[src/rtl/serial_subtractor_v.sv]
// Bit-serial unsigned subtractor (LSB first): one full-subtractor cell plus a
// borrow flop, wrapped in a start/busy/done handshake toward the controller.
module serial_subtractor_v #(
    parameter int WIDTH = 8
) (
    input  logic             i_clk,
    input  logic             i_rst_n,
    input  logic             i_start,
    input  logic [WIDTH-1:0] i_a,
    input  logic [WIDTH-1:0] i_b,
    output logic             o_busy,
    output logic             o_done,
    output logic [WIDTH-1:0] o_diff,
    output logic             o_borrow,
    output logic             o_zero
);

    localparam int CW = $clog2(WIDTH) + 1;

    localparam logic [1:0] S_IDLE = 2'd0;
    localparam logic [1:0] S_RUN  = 2'd1;
    localparam logic [1:0] S_DONE = 2'd2;

    localparam logic [CW-1:0] LAST_BIT = CW'(WIDTH - 1);

    logic [1:0]       state_q, state_d;
    logic [WIDTH-1:0] a_q, a_d;
    logic [WIDTH-1:0] b_q, b_d;
    logic [WIDTH-1:0] diff_q, diff_d;
    logic             bw_q, bw_d;
    logic [CW-1:0]    cnt_q, cnt_d;
    logic [WIDTH-1:0] res_diff_q, res_diff_d;
    logic             res_borrow_q, res_borrow_d;
    logic             res_zero_q, res_zero_d;

    // Full-subtractor cell and the diff register as it looks after this bit
    logic             a_k, b_k;
    logic             d_k;
    logic             bw_next;
    logic [WIDTH-1:0] diff_shifted;

    always_comb begin
        // NOTE: every _d defaults to its _q first, so no path leaves a variable
        // unassigned and no latch is inferred.
        state_d      = state_q;
        a_d          = a_q;
        b_d          = b_q;
        diff_d       = diff_q;
        bw_d         = bw_q;
        cnt_d        = cnt_q;
        res_diff_d   = res_diff_q;
        res_borrow_d = res_borrow_q;
        res_zero_d   = res_zero_q;

        a_k          = a_q[0];
        b_k          = b_q[0];
        d_k          = a_k ^ b_k ^ bw_q;
        bw_next      = (~a_k & b_k) | (~(a_k ^ b_k) & bw_q);
        diff_shifted = {d_k, diff_q[WIDTH-1:1]};

        case (state_q)
            S_IDLE: begin
                if (i_start) begin
                    a_d     = i_a;
                    b_d     = i_b;
                    diff_d  = '0;
                    bw_d    = 1'b0;
                    cnt_d   = '0;
                    state_d = S_RUN;
                end
            end
            S_RUN: begin
                a_d    = a_q >> 1;
                b_d    = b_q >> 1;
                diff_d = diff_shifted;
                bw_d   = bw_next;
                cnt_d  = cnt_q + CW'(1);
                // Results take the final bit straight from the cell, not the register
                if (cnt_q == LAST_BIT) begin
                    state_d      = S_DONE;
                    res_diff_d   = diff_shifted;
                    res_borrow_d = bw_next;
                    res_zero_d   = (diff_shifted == '0);
                end
            end
            S_DONE:  state_d = S_IDLE;
            default: state_d = S_IDLE;
        endcase
    end

    // NOTE: sequential state uses non-blocking assignments so every flop samples
    // the pre-edge values, independent of statement order.
    always_ff @(posedge i_clk or negedge i_rst_n) begin
        if (!i_rst_n) begin
            state_q      <= S_IDLE;
            a_q          <= '0;
            b_q          <= '0;
            diff_q       <= '0;
            bw_q         <= 1'b0;
            cnt_q        <= '0;
            res_diff_q   <= '0;
            res_borrow_q <= 1'b0;
            res_zero_q   <= 1'b0;
        end else begin
            state_q      <= state_d;
            a_q          <= a_d;
            b_q          <= b_d;
            diff_q       <= diff_d;
            bw_q         <= bw_d;
            cnt_q        <= cnt_d;
            res_diff_q   <= res_diff_d;
            res_borrow_q <= res_borrow_d;
            res_zero_q   <= res_zero_d;
        end
    end

    assign o_busy   = (state_q != S_IDLE);
    assign o_done   = (state_q == S_DONE);
    assign o_diff   = res_diff_q;
    assign o_borrow = res_borrow_q;
    assign o_zero   = res_zero_q;

endmodule

[config.mk]
export PLATFORM = sky130hd
export DESIGN_NAME = serial_subtractor_v
export DESIGN_NICKNAME = d
export VERILOG_FILES = /design/src/rtl/serial_subtractor_v.sv
export SDC_FILE = /design/constraint.sdc
export NUM_CORES = 1
export LEC_CHECK = 0
export ABC_AREA = 0
export CAP_MARGIN = 20
export CORE_MARGIN = 4
export CORE_UTILIZATION = 31
export CTS_CLUSTER_DIAMETER = 120
export CTS_CLUSTER_SIZE = 8
export DETAILED_ROUTE_END_ITERATION = 8
export MAX_ROUTING_LAYER = met4
export SYNTH_ARGS = -nofsm -noshare
export SYNTH_HDL_FRONTEND = slang
export SYNTH_SLANG_ARGS = --single-unit
[constraint.sdc]
create_clock -name i_clk -period 1.5 [get_ports i_clk]
set_input_delay 0.3 -clock i_clk [delete_from_list [all_inputs] [get_ports i_clk]]
set_output_delay 0.3 -clock i_clk [all_outputs]
set_load 0.01 [all_outputs]
==> results.json <==
{
  "status": "completed",
  "layout_common_cells": "39 x dfrtp_1, 18 x buf_4, 17 x clkdlybuf4s50_1",
  "start_kind": "flop",
  "worstPathRequired_ps": 1680,
  "antenna_found_initial": 0,
  "slew_headroom_pct": 76.5,
  "finalCriticalPeriod_ps": 1460,
  "power_density_nw_per_um2": 1980,
  "share_comb_of_total_power_pct": 45.3,
  "p_sw_w": 0.00180,
  "critical-path-top-delay-family": "flip-flops",
  "ys_seq_elements": 40,
  "cap_violations": 0,
  "dr_total_vias": 1416,
  "place_inst": 274,
  "path_cells": "ha_1 > nand2_1 > nor3_4 > buf_12 > mux2_4",
  "grt_pass1_wl_um": 6880,
  "setup_viol": 0,
  "rows": 27,
  "p_sw_share_pct": 34.9,
  "utilization_pct": 45.7,
  "critPathSlowestCell": "dfrtp_1",
  "path_buf_inv": 1,
  "cp_max_fo": 11,
  "syn_to_final_growth_pct": 39.6,
  "route.detailed.drc": 0,
  "ant_nets": 0,
  "path_clk_slew_ps": 90,
  "cts-root-buf": "clkbuf_8",
  "cts_sinks": 40,
  "die_w_um": 85.4,
  "final_area_um2": 2600,
  "drive_above_1_share_pct": 28.6,
  "power_leakage_nw": 1.18,
  "clock_skew_ps": 8.01,
  "first_pass_iters": 4,
  "track_usage_pct": 12.4,
  "drv_slew": 0,
  "htreeDepth": 2,
  "syn_inst": 163,
  "crit_path_end_kind": "flop",
  "num_io_pins": 31,
  "fin_nets": 237,
  "avgRoutedWirePerCell_um": 14.5,
  "num-fill-cells": 526,
  "worst-setup-path-type": "flop to flop",
  "ir_worst_vdd_mv": 0.592,
  "worst_pin_slew_ps": 352,
  "fin_crit_sh_pct": 97.6,
  "hp-class": "primary input to asynchronous set/reset pin",
  "avgSynthCellArea_um2": 11.4,
  "synth_top_area_cell": "dfrtp_1",
  "fin_cells": 289,
  "hpwlAfterDp_um": 2860,
  "routed_wl_um": 4200,
  "seqPwrFrac_pct": 37.1,
  "ys_warn_count": 0,
  "netlist_area_um2": 1860,
  "core_area_um2": 5680,
  "clock_latency_ps": 300,
  "first_global_vias": 1397,
  "viasPerCell": 4.90,
  "slowest_delay_ps": 380,
  "rsz0062_at_grt": "yes",
  "p_int_w": 0.00335,
  "chipHeight_um": 85.4,
  "diodes": 0,
  "place_area_um2": 2350,
  "cts_buffers": 5,
  "initial_utilization_pct": 32.8,
  "yosysSeqAreaShare_pct": 53.8,
  "grt_max_degree": 28,
  "yosysUniqueCellTypes": 27,
  "finalWeightedCongestion": 0.808,
  "io_buffers": 30,
  "tritoncts": "yes",
  "fmax_ghz": 0.683,
  "final-hold-violation-count": 0,
  "crit_arrival_ps": 1640,
  "gr-total-overflow": 0,
  "pwr-share-clk_pct": 17.6,
  "synth_top_cell_area_share_pct": 53.8,
  "fin_hold_ws_ps": 426,
  "initialDrtViolationCount": 88,
  "synth_fp_nets": 184,
  "die_area_um2": 7300,
  "clock_path_buffers": 2,
  "layout_commonest_cell": "dfrtp_1",
  "ys_top_cells_by_area": "dfrtp_1 54%, a22oi_1 5.7%, mux2_4 5.7%"
}
[through the flow]
stage	total power (W)	setup TNS, ps	worst slack, ps
2_1_floorplan	0.00311	0	133
3_3_place_gp	0.00401	-129	-29.5
4_1_cts	0.00498	-497	-45.0
3_5_place_dp	0.00403	-858	-97.5
6_report	0.00515	0	36.3
5_1_grt	0.00556	-85.5	-16.6
[power groups by stage]
stage	Sequential (W)	Clock (W)	Combinational [W]
6_report	0.00191	0.000908	0.00233
3_3_place_gp	0.00189	0	0.00212
4_1_cts	0.00187	0.000932	0.00217
3_5_place_dp	0.00189	0	0.00214
5_1_grt	0.00199	0.000996	0.00258
2_1_floorplan	0.00188	0	0.00124
[per-layer routing]
metal	vias up	share of wire, %	global-route usage, %
met4	0	3.3	6.47
met1	685	47	16.6
met3	11	3.9	3.40
met5	-	0	-
li1	689	-	-
met2	31	46	16.9
[cell families (layout without fill, tap and decap cells)]
kind of cell             after synthesis  after routing  share of synthesized area, %
AO/OA/AOI/OAI                         59             59                          19.9
flip-flops                            40             40                          53.8
AND/OR/NAND/NOR                       36             36                          12.2
multiplexers                          11             11                          7.94
adder cells (fa/ha/maj)                2              2                          1.75
buffers and inverters                 15             69                          4.31
[cells in the mapped netlist]
cell	n
a22o_1	9
o21ai_0	16
or2_2	1
nand2_1	7
nor2b_1	9
mux2i_1	2
o21bai_1	1
nand3_1	3
a2bb2oi_1	1
dfrtp_1	40
mux2_2	2
ha_1	1
buf_6	2
a22oi_1	14
or3_1	1
clkbuf_1	2
nor4_1	2
and2b_1	9
nand2b_4	1
o21ai_1	2
inv_1	4
a21oi_1	16
mux2_4	7
buf_2	7
nor2_1	2
nor3_4	1
fa_1	1
[final timing paths]
check	startpoint	end	slack [ps]	cells past startpoint
max	cnt_q[1]	o_diff[1]	40	5
min	i_rst_n	cnt_q[3]	430	2
max reg2reg	cnt_q[1]	o_diff[1]	40	5
min reg2reg	bw_q	bw_q	480	2
max in group asynchronous	i_rst_n	bw_q	620	3
min in group i_clk	bw_q	bw_q	480	2
[state kept, by name, summed over array words and instances, names as in the netlist]
name and count:
cnt_q 4, o_diff 8, diff_q 7, bw_q 1, a_q 8, b_q 8, state_q 2, o_zero 1
o_borrow 1
[repair_timing]
| action | in CTS | in global routing |
|---|---|---|
| resized for setup | 26 | 25 |
| hold buffers | 1 | 0 |
| pin swaps | 1 | 4 |
| setup buffers | 3 | 4 |
| endpoints found under the hold margin | 13 | 0 |
| endpoints found under the setup margin | 10 | 33 |
[final cells by class]
cell class	instances	area [um2]	share of cell area, %
clock inverter	3	46.3	1.78
sequential	40	1000	38.6
inverter	4	15.0	0.578
tap	72	90.1	3.47
timing repair buffer	57	537	20.7
clock buffer	5	68.8	2.65
multi-input combinational	108	837	32.2
Power figures use the tool's default switching activity.
